$ cat src/rtl/hockey_core_p_pkg.sv
// Shared types and helpers for the air-hockey engine: FSM states, shot
// direction codes and the paddle-row clamp.
package hockey_pkg;

   typedef enum logic [3:0] {
      IDLE,
      SERVE_A,
      SERVE_B,
      MOVE_AB,
      MOVE_BA,
      RESP_A,
      RESP_B,
      GOAL_A,
      GOAL_B,
      OVER
   } state_t;

   localparam logic [1:0] DIR_STRAIGHT = 2'd0;
   localparam logic [1:0] DIR_UP       = 2'd1;
   localparam logic [1:0] DIR_DOWN     = 2'd2;

   // Rows beyond the table are pinned to the top row.
   function automatic int clamp_y(input int y, input int y_max);
      return (y >= y_max) ? (y_max - 1) : y;
   endfunction

endpackage

$ cat src/rtl/hockey_core_p_if.sv
// Player-input and display-output bundle of the air-hockey engine.
// The slave side is the game core; the master side drives buttons and reads the display.
interface hockey_core_p_if #(
   parameter int CW = 3,
   parameter int SW = 2
);

   logic          BTN_A;
   logic          BTN_B;
   logic [1:0]    DIR_A;
   logic [1:0]    DIR_B;
   logic [CW-1:0] Y_in_A;
   logic [CW-1:0] Y_in_B;
   logic [CW-1:0] X_COORD;
   logic [CW-1:0] Y_COORD;
   logic [SW-1:0] SCORE_A;
   logic [SW-1:0] SCORE_B;
   logic          SERVER;
   logic          GOAL;
   logic          GAME_OVER;
   logic          WINNER;

   modport master (
      output BTN_A, BTN_B, DIR_A, DIR_B, Y_in_A, Y_in_B,
      input  X_COORD, Y_COORD, SCORE_A, SCORE_B, SERVER, GOAL, GAME_OVER, WINNER
   );

   modport slave (
      input  BTN_A, BTN_B, DIR_A, DIR_B, Y_in_A, Y_in_B,
      output X_COORD, Y_COORD, SCORE_A, SCORE_B, SERVER, GOAL, GAME_OVER, WINNER
   );

endinterface

$ cat src/rtl/hockey_core_p_tick_gen.sv
// Step-rate generator: one-cycle tick every `period` cycles, re-phased by restart.
module hockey_tick_gen (
   input  logic        clk,
   input  logic        rst,
   input  logic        restart,
   input  logic [15:0] period,
   output logic        tick
);

   logic [15:0] cnt;

   // The tick only looks at the counter, so restart (derived from the FSM's
   // next state, which depends on tick) does not close a combinational loop.
   assign tick = (cnt >= (period - 16'd1));

   always_ff @(posedge clk or negedge rst) begin
      if (!rst) begin
         cnt <= '0;
      end else if (restart || tick) begin
         cnt <= '0;
      end else begin
         cnt <= cnt + 16'd1;
      end
   end

endmodule

$ cat src/rtl/hockey_core_p.sv
// Two-player air-hockey engine: serve, puck motion with wall bounce, returns
// with per-rally speed-up, goal display and configurable win score.
module hockey_core_p
   import hockey_pkg::*;
#(
   parameter int X_MAX      = 5,
   parameter int Y_MAX      = 5,
   parameter int CW         = 3,
   parameter int SW         = 2,
   parameter int WIN_SCORE  = 3,
   parameter int TICK_DIV   = 100,
   parameter int TICK_MIN   = 25,
   parameter int SPEED_STEP = 15,
   parameter int RESP_TICKS = 2,
   parameter int GOAL_TICKS = 4
) (
   input  logic           clk,
   input  logic           rst,
   hockey_core_p_if.slave bus
);

   localparam logic [SW-1:0] WIN = SW'(WIN_SCORE);

   state_t        state, state_n;
   logic [CW-1:0] x_r, x_n, y_r, y_n, y_step, ya_c, yb_c;
   logic [1:0]    dir_r, dir_n, dir_step, da_c, db_c;
   logic [15:0]   period_r, period_n, period_fast;
   logic [SW-1:0] sa_r, sa_n, sb_r, sb_n;
   logic          server_r, server_n, winner_r, winner_n;
   logic [7:0]    phase_r, phase_n;
   logic          btn_a_d, btn_a_q, btn_b_d, btn_b_q;
   logic          press_a, press_b, tick, restart;

   assign press_a = btn_a_d & ~btn_a_q;
   assign press_b = btn_b_d & ~btn_b_q;

   assign ya_c = CW'(clamp_y(32'(bus.Y_in_A), Y_MAX));
   assign yb_c = CW'(clamp_y(32'(bus.Y_in_B), Y_MAX));
   assign da_c = (bus.DIR_A == 2'd3) ? DIR_STRAIGHT : bus.DIR_A;
   assign db_c = (bus.DIR_B == 2'd3) ? DIR_STRAIGHT : bus.DIR_B;

   assign period_fast = (period_r > 16'(TICK_MIN + SPEED_STEP)) ?
                        (period_r - 16'(SPEED_STEP)) : 16'(TICK_MIN);

   assign restart = (state_n != state);

   hockey_tick_gen u_tick (
      .clk     (clk),
      .rst     (rst),
      .restart (restart),
      .period  (period_r),
      .tick    (tick)
   );

   // Next row for one puck step; a step that would leave the table reflects.
   always_comb begin
      y_step   = y_r;
      dir_step = dir_r;
      case (dir_r)
         DIR_UP: begin
            if (y_r == CW'(Y_MAX - 1)) begin
               y_step   = y_r - CW'(1);
               dir_step = DIR_DOWN;
            end else begin
               y_step = y_r + CW'(1);
            end
         end
         DIR_DOWN: begin
            if (y_r == '0) begin
               y_step   = y_r + CW'(1);
               dir_step = DIR_UP;
            end else begin
               y_step = y_r - CW'(1);
            end
         end
         default: ;
      endcase
   end

   always_comb begin
      state_n  = state;
      x_n      = x_r;
      y_n      = y_r;
      dir_n    = dir_r;
      period_n = period_r;
      sa_n     = sa_r;
      sb_n     = sb_r;
      server_n = server_r;
      winner_n = winner_r;
      phase_n  = phase_r;

      case (state)
         IDLE: begin
            x_n = '0;
            y_n = '0;
            if (press_a) begin
               state_n  = SERVE_A;
               server_n = 1'b0;
            end else if (press_b) begin
               state_n  = SERVE_B;
               server_n = 1'b1;
            end
         end
         SERVE_A: begin
            if (press_a) begin
               x_n      = '0;
               y_n      = ya_c;
               dir_n    = da_c;
               period_n = 16'(TICK_DIV);
               state_n  = MOVE_AB;
            end
         end
         SERVE_B: begin
            if (press_b) begin
               x_n      = CW'(X_MAX - 1);
               y_n      = yb_c;
               dir_n    = db_c;
               period_n = 16'(TICK_DIV);
               state_n  = MOVE_BA;
            end
         end
         MOVE_AB: begin
            if (tick) begin
               x_n   = x_r + CW'(1);
               y_n   = y_step;
               dir_n = dir_step;
               if (x_r == CW'(X_MAX - 2)) state_n = RESP_B;
            end
         end
         MOVE_BA: begin
            if (tick) begin
               x_n   = x_r - CW'(1);
               y_n   = y_step;
               dir_n = dir_step;
               if (x_r == CW'(1)) state_n = RESP_A;
            end
         end
         RESP_B: begin
            if (tick) phase_n = phase_r + 8'd1;
            if (press_b && (yb_c == y_r)) begin
               dir_n    = db_c;
               period_n = period_fast;
               state_n  = MOVE_BA;
            end else if (press_b || (tick && (phase_r == 8'(RESP_TICKS - 1)))) begin
               if (sa_r < WIN) sa_n = sa_r + SW'(1);
               state_n = GOAL_A;
            end
         end
         RESP_A: begin
            if (tick) phase_n = phase_r + 8'd1;
            if (press_a && (ya_c == y_r)) begin
               dir_n    = da_c;
               period_n = period_fast;
               state_n  = MOVE_AB;
            end else if (press_a || (tick && (phase_r == 8'(RESP_TICKS - 1)))) begin
               if (sb_r < WIN) sb_n = sb_r + SW'(1);
               state_n = GOAL_B;
            end
         end
         GOAL_A: begin
            if (tick) phase_n = phase_r + 8'd1;
            if (tick && (phase_r == 8'(GOAL_TICKS - 1))) begin
               if (sa_r == WIN) begin
                  state_n  = OVER;
                  winner_n = 1'b0;
                  x_n      = '0;
                  y_n      = '0;
               end else begin
                  state_n  = SERVE_B;
                  server_n = 1'b1;
               end
            end
         end
         GOAL_B: begin
            if (tick) phase_n = phase_r + 8'd1;
            if (tick && (phase_r == 8'(GOAL_TICKS - 1))) begin
               if (sb_r == WIN) begin
                  state_n  = OVER;
                  winner_n = 1'b1;
                  x_n      = '0;
                  y_n      = '0;
               end else begin
                  state_n  = SERVE_A;
                  server_n = 1'b0;
               end
            end
         end
         OVER: begin
            x_n = '0;
            y_n = '0;
         end
         default: state_n = IDLE;
      endcase

      // Response and goal windows count ticks from the moment they are entered.
      if (state_n != state) phase_n = '0;
   end

   always_ff @(posedge clk or negedge rst) begin
      if (!rst) begin
         state    <= IDLE;
         x_r      <= '0;
         y_r      <= '0;
         dir_r    <= DIR_STRAIGHT;
         period_r <= 16'(TICK_DIV);
         sa_r     <= '0;
         sb_r     <= '0;
         server_r <= 1'b0;
         winner_r <= 1'b0;
         phase_r  <= '0;
         btn_a_d  <= 1'b0;
         btn_a_q  <= 1'b0;
         btn_b_d  <= 1'b0;
         btn_b_q  <= 1'b0;
      end else begin
         state    <= state_n;
         x_r      <= x_n;
         y_r      <= y_n;
         dir_r    <= dir_n;
         period_r <= period_n;
         sa_r     <= sa_n;
         sb_r     <= sb_n;
         server_r <= server_n;
         winner_r <= winner_n;
         phase_r  <= phase_n;
         btn_a_d  <= bus.BTN_A;
         btn_a_q  <= btn_a_d;
         btn_b_d  <= bus.BTN_B;
         btn_b_q  <= btn_b_d;
      end
   end

   assign bus.X_COORD   = x_r;
   assign bus.Y_COORD   = y_r;
   assign bus.SCORE_A   = sa_r;
   assign bus.SCORE_B   = sb_r;
   assign bus.SERVER    = server_r;
   assign bus.WINNER    = winner_r;
   assign bus.GOAL      = (state == GOAL_A) || (state == GOAL_B);
   assign bus.GAME_OVER = (state == OVER);

endmodule
$ cat src/flat_wrapper.sv
// flat-port wrapper written by rule: the top's interface ports become plain ports
module hockey_core_p_flat import hockey_pkg::*;
#(
   parameter int X_MAX      = 5,
   parameter int Y_MAX      = 5,
   parameter int CW         = 3,
   parameter int SW         = 2,
   parameter int WIN_SCORE  = 3,
   parameter int TICK_DIV   = 100,
   parameter int TICK_MIN   = 25,
   parameter int SPEED_STEP = 15,
   parameter int RESP_TICKS = 2,
   parameter int GOAL_TICKS = 4
)
  (clk, rst, bus_BTN_A, bus_BTN_B, bus_DIR_A, bus_DIR_B, bus_Y_in_A, bus_Y_in_B, bus_X_COORD, bus_Y_COORD, bus_SCORE_A, bus_SCORE_B, bus_SERVER, bus_GOAL, bus_GAME_OVER, bus_WINNER);
  hockey_core_p_if #(.CW(CW), .SW(SW)) bus_i ();
  input  logic clk;
  input  logic rst;
  input wire logic [$bits(bus_i.BTN_A)-1:0] bus_BTN_A;
  input wire logic [$bits(bus_i.BTN_B)-1:0] bus_BTN_B;
  input wire logic [$bits(bus_i.DIR_A)-1:0] bus_DIR_A;
  input wire logic [$bits(bus_i.DIR_B)-1:0] bus_DIR_B;
  input wire logic [$bits(bus_i.Y_in_A)-1:0] bus_Y_in_A;
  input wire logic [$bits(bus_i.Y_in_B)-1:0] bus_Y_in_B;
  output wire logic [$bits(bus_i.X_COORD)-1:0] bus_X_COORD;
  output wire logic [$bits(bus_i.Y_COORD)-1:0] bus_Y_COORD;
  output wire logic [$bits(bus_i.SCORE_A)-1:0] bus_SCORE_A;
  output wire logic [$bits(bus_i.SCORE_B)-1:0] bus_SCORE_B;
  output wire logic [$bits(bus_i.SERVER)-1:0] bus_SERVER;
  output wire logic [$bits(bus_i.GOAL)-1:0] bus_GOAL;
  output wire logic [$bits(bus_i.GAME_OVER)-1:0] bus_GAME_OVER;
  output wire logic [$bits(bus_i.WINNER)-1:0] bus_WINNER;
  assign bus_i.BTN_A = bus_BTN_A;
  assign bus_i.BTN_B = bus_BTN_B;
  assign bus_i.DIR_A = bus_DIR_A;
  assign bus_i.DIR_B = bus_DIR_B;
  assign bus_i.Y_in_A = bus_Y_in_A;
  assign bus_i.Y_in_B = bus_Y_in_B;
  assign bus_X_COORD = bus_i.X_COORD;
  assign bus_Y_COORD = bus_i.Y_COORD;
  assign bus_SCORE_A = bus_i.SCORE_A;
  assign bus_SCORE_B = bus_i.SCORE_B;
  assign bus_SERVER = bus_i.SERVER;
  assign bus_GOAL = bus_i.GOAL;
  assign bus_GAME_OVER = bus_i.GAME_OVER;
  assign bus_WINNER = bus_i.WINNER;
  hockey_core_p #(.X_MAX(X_MAX), .Y_MAX(Y_MAX), .CW(CW), .SW(SW), .WIN_SCORE(WIN_SCORE), .TICK_DIV(TICK_DIV), .TICK_MIN(TICK_MIN), .SPEED_STEP(SPEED_STEP), .RESP_TICKS(RESP_TICKS), .GOAL_TICKS(GOAL_TICKS)) u_core (.clk(clk), .rst(rst), .bus(bus_i));
endmodule
$ cat config.mk
export PLATFORM = sky130hd
export DESIGN_NAME = hockey_core_p_flat
export DESIGN_NICKNAME = d
export VERILOG_FILES = /design/src/rtl/hockey_core_p_pkg.sv /design/src/rtl/hockey_core_p_if.sv /design/src/rtl/hockey_core_p_tick_gen.sv /design/src/rtl/hockey_core_p.sv /design/src/flat_wrapper.sv
export SDC_FILE = /design/constraint.sdc
export NUM_CORES = 1
export LEC_CHECK = 0
export ABC_AREA = 0
export CORE_ASPECT_RATIO = 1.25
export CORE_MARGIN = 1
export CORE_UTILIZATION = 55
export CTS_BUF_LIST = sky130_fd_sc_hd__clkbuf_2
export DETAILED_ROUTE_END_ITERATION = 12
export GPL_ROUTABILITY_DRIVEN = 0
export GPL_TIMING_DRIVEN = 0
export PLACE_DENSITY_LB_ADDON = 0.15
export SLEW_MARGIN = 5
export SYNTH_ARGS = -nofsm -noshare
export SYNTH_HDL_FRONTEND = slang
export SYNTH_HIERARCHICAL = 1
export SYNTH_SLANG_ARGS = --single-unit
$ cat constraint.sdc
create_clock -name clk -period 6.7 [get_ports clk]
set_input_delay 1.005 -clock clk [delete_from_list [all_inputs] [get_ports clk]]
set_output_delay 1.005 -clock clk [all_outputs]
set_load 0.02 [all_outputs]
==> run summary <==
Status - complete, no violations
Max-cap viol count - 0
GRT Residual Overflow - 0
Commonest non-fill, non-tap cell in the layout - dfrtp_1
Final net count - 615
Synth-to-layout area growth - 12.01%
Cells after DPL - 656
CTS Buf Count - 9
Core area - 8287 um2
Worst min path class - reg2reg
Post-synth cell types - 79
Final setup viols - 0
Vias - 4322
Crit path DAT - 6.26 ns
Clock Sinks - 62
HP Start - u_core/btn_b_d
Skew final - 0.02503 ns
Maximum fanout along the worst path - 10
Drc violations - 0
CP Cell Sequence - inv_1 -> ha_1 -> nor3b_2 -> nand2b_1 -> or3_1 -> nor2_1 -> xnor2_1 -> ha_1 -> nand4_1 -> o21ai_0 -> and3_1 -> buf_2 -> or3_1 -> clkbuf_8 -> or4bb_1 -> o211ai_2 -> o2111ai_1 -> or4_4 -> xnor2_4 -> or2_1 -> nor2_1 -> nor4b_1
RSZ-0062 raised after global routing - false
Antenna violations before repair - 0
DP Wirelength - 8488 um
Post-synth EDFFs - 0
Worst-skew pair later-pin latency - 0.51 ns
Post-CTS Setup Repair Bufs - 0
Yosys warning count - 6
Flop and latch count out of synthesis - 62
FP Rows - 37
Tmin final - 5.870 ns
Fin Setup TNS - 0 ns
# port buffers - 27
WS Path Type - reg2reg
Vias/cell - 6.432
Die area - 9013 um2
Largest net degree at the start of global routing - 63
Startpoint Class - flip-flop
Worst VDD drop - 261.8 uV
Worst path slowest cell - or4_4
Ys async rst share - 1.000
WL per Instance - 17.21 um
Syn nets - 577
Final core occ - 0.6420
Resized cells post-CTS - 0
Cts hold-fix bufs - 0
Remaining antenna violation count - 0
CTS root buf - clkbuf_2
Routed wire length - 11560 um
Period Utilization, post-route - 0.8761
Initial Util - 0.5732
FF-to-FF setup slack - 0.83 ns
Die H - 105.9 um
R2R depth - 22
Fmax - 170.4 MHz
Reg-to-reg critical path endpoint - u_core/u_tick/cnt[13]
Final hold violation count - 0
Chip width - 85.12 um
Global-route wire length before repair - 19440 um
All-Layer GR Usage - 0.2720
Buffers & Inverters on Critical Path - 3
Vias in the first global route - 4194
ANT cells - 0
Pre-antenna DRT Iters - 6
Commonest non-fill, non-tap cells in the layout - 59 x dfrtp_1, 50 x nor2_1, 38 x o21ai_0, 31 x ha_1
Reg clk slew, reported paths - 0.20 ns
Seq/Total Area, Yosys - 0.3274
Worst path max stage delay - 0.59 ns
Pleak - 2.179 nW
Gate Count Post-Synth - 532
Slew @ Worst Pin - 0.9263 ns
Syn Area/Cell - 8.928 um2
Worst Hold Path Cells - 0
Slew margin rel. - 0.3737
Initial DRC count - 316
Crit. End Element - flip-flop
Slew Limit Fails - 0
Share of cells above drive strength 1 - 0.1061
Top delay family on crit path - simple AND/OR/NAND/NOR gates
Clock Tree Buf Depth - 2
Hold worst-path end - u_core/btn_b_q
Ys flop type - dfrtp_1
Non-Filler Instances - 672
TritonCTS clock tree - done
IO Pins - 28
Worst hold slack - 0.4217 ns
Post-Syn Area - 4750 um2
WP data required - 7.09 ns
Reg2Reg Launch Point - u_core/period_r[0]
CTS HTree Levels - 3
Power Dens Cells - 363.6 nW/um2
-- cell usage after synthesis (6+ instances only) --
library cell | instances | area [um2]
a21oi_1 | 21 | 105.1
xnor2_1 | 27 | 236.5
xor2_1 | 13 | 113.9
o21ai_0 | 38 | 190.2
nand2_1 | 28 | 105.1
clkbuf_1 | 9 | 33.78
or4_1 | 7 | 52.55
nor2_1 | 50 | 187.7
nand4_1 | 9 | 56.30
nand3_1 | 19 | 95.09
nor4b_1 | 8 | 70.07
dfrtp_1 | 59 | 1476
nand2b_1 | 11 | 68.82
nor3_1 | 28 | 140.1
inv_1 | 23 | 86.33
o211ai_1 | 6 | 45.04
mux2_2 | 6 | 67.56
ha_1 | 31 | 387.9
a22o_1 | 6 | 52.55
a21o_1 | 6 | 45.04
nor2b_1 | 7 | 43.79
or3_1 | 8 | 50.05
nor4_1 | 9 | 56.30
-- worst max-delay path by stage --
stage                     slack [ns]                    end          startpoint  cells after the start
after floorplan                 1.71   u_core/u_tick/cnt[2]  u_core/period_r[0]                     22
after global placement          1.09  u_core/u_tick/cnt[13]  u_core/period_r[0]                     22
after detailed placement        0.90  u_core/u_tick/cnt[13]  u_core/period_r[4]                     19
after CTS                       0.86  u_core/u_tick/cnt[13]  u_core/period_r[0]                     22
after global routing            0.50  u_core/u_tick/cnt[13]  u_core/period_r[0]                     22
final                           0.83  u_core/u_tick/cnt[13]  u_core/period_r[0]                     22
-- power by group --
group	internal (W)	switching [W]	leakage [nW]
Combinational	0.000441	0.000611	1.26
Sequential	0.000449	0.0000934	0.820
Clock	0.000196	0.000144	0.0995
-- sequential cells by signal (all words and copies together) (netlist names) --
name / flops
u_core/bus.SERVER: 1
u_core/bus.Y_COORD: 3
u_core/bus.X_COORD: 3
u_core/bus.WINNER: 1
u_core/btn_b_d: 1
u_core/btn_b_q: 1
u_core/bus.SCORE_B: 2
u_core/u_tick/cnt: 16
u_core/phase_r: 8
u_core/dir_r: 2
u_core/btn_a_d: 1
u_core/period_r: 16
u_core/btn_a_q: 1
u_core/state: 4
u_core/bus.SCORE_A: 2
-- layout make-up --
cell class / instances / area [um2]
multi-input combinational: 429 / 2997
fill: 716 / 2967
sequential: 62 / 1555
timing repair buffer: 27 / 267.8
clock inverter: 7 / 136.4
tap: 97 / 121.4
buffer: 18 / 111.4
inverter: 23 / 86.33
clock buffer: 9 / 45.04
-- layer usage --
metal | up-vias | track usage | part of all wire
met5 | - | 0 | 0
met4 | 0 | 0.1477 | 0.038
met2 | 154 | 0.4793 | 0.51
li1 | 2040 | - | -
met1 | 2087 | 0.3131 | 0.41
met3 | 41 | 0.04348 | 0.045
-- worst reg2reg max path, stage by stage, from the launching register on --
cell	delay (ns)
dfrtp_1	0.50
inv_1	0.11
ha_1	0.21
nor3b_2	0.24
nand2b_1	0.09
or3_1	0.36
nor2_1	0.14
xnor2_1	0.08
ha_1	0.33
nand4_1	0.10
o21ai_0	0.15
and3_1	0.18
buf_2	0.21
or3_1	0.16
clkbuf_8	0.17
or4bb_1	0.48
o211ai_2	0.21
o2111ai_1	0.16
or4_4	0.59
xnor2_4	0.20
or2_1	0.31
nor2_1	0.45
nor4b_1	0.34
-- kinds of logic after synthesis --
| group | Yosys count | synth area share |
|---|---|---|
| simple gates | 225 | 0.2708 |
| compound gates | 124 | 0.1805 |
| flops | 62 | 0.3275 |
| xor+xnor | 41 | 0.07956 |
| buf+inv | 41 | 0.04162 |
| fa+ha+maj | 31 | 0.08166 |
| mux | 8 | 0.01844 |
-- metrics by stage --
stage	cell area (um2)	total power (W)	setup WS, ns
global route	5320	0.002070	0.4987
finish	5320	0.001934	0.8304
global placement	5141	0.001555	1.086
detailed placement	5139	0.001584	0.9003
floorplan	4750	0.001292	1.706
CTS	5320	0.001932	0.8581
(Power assumes the default switching activity.)
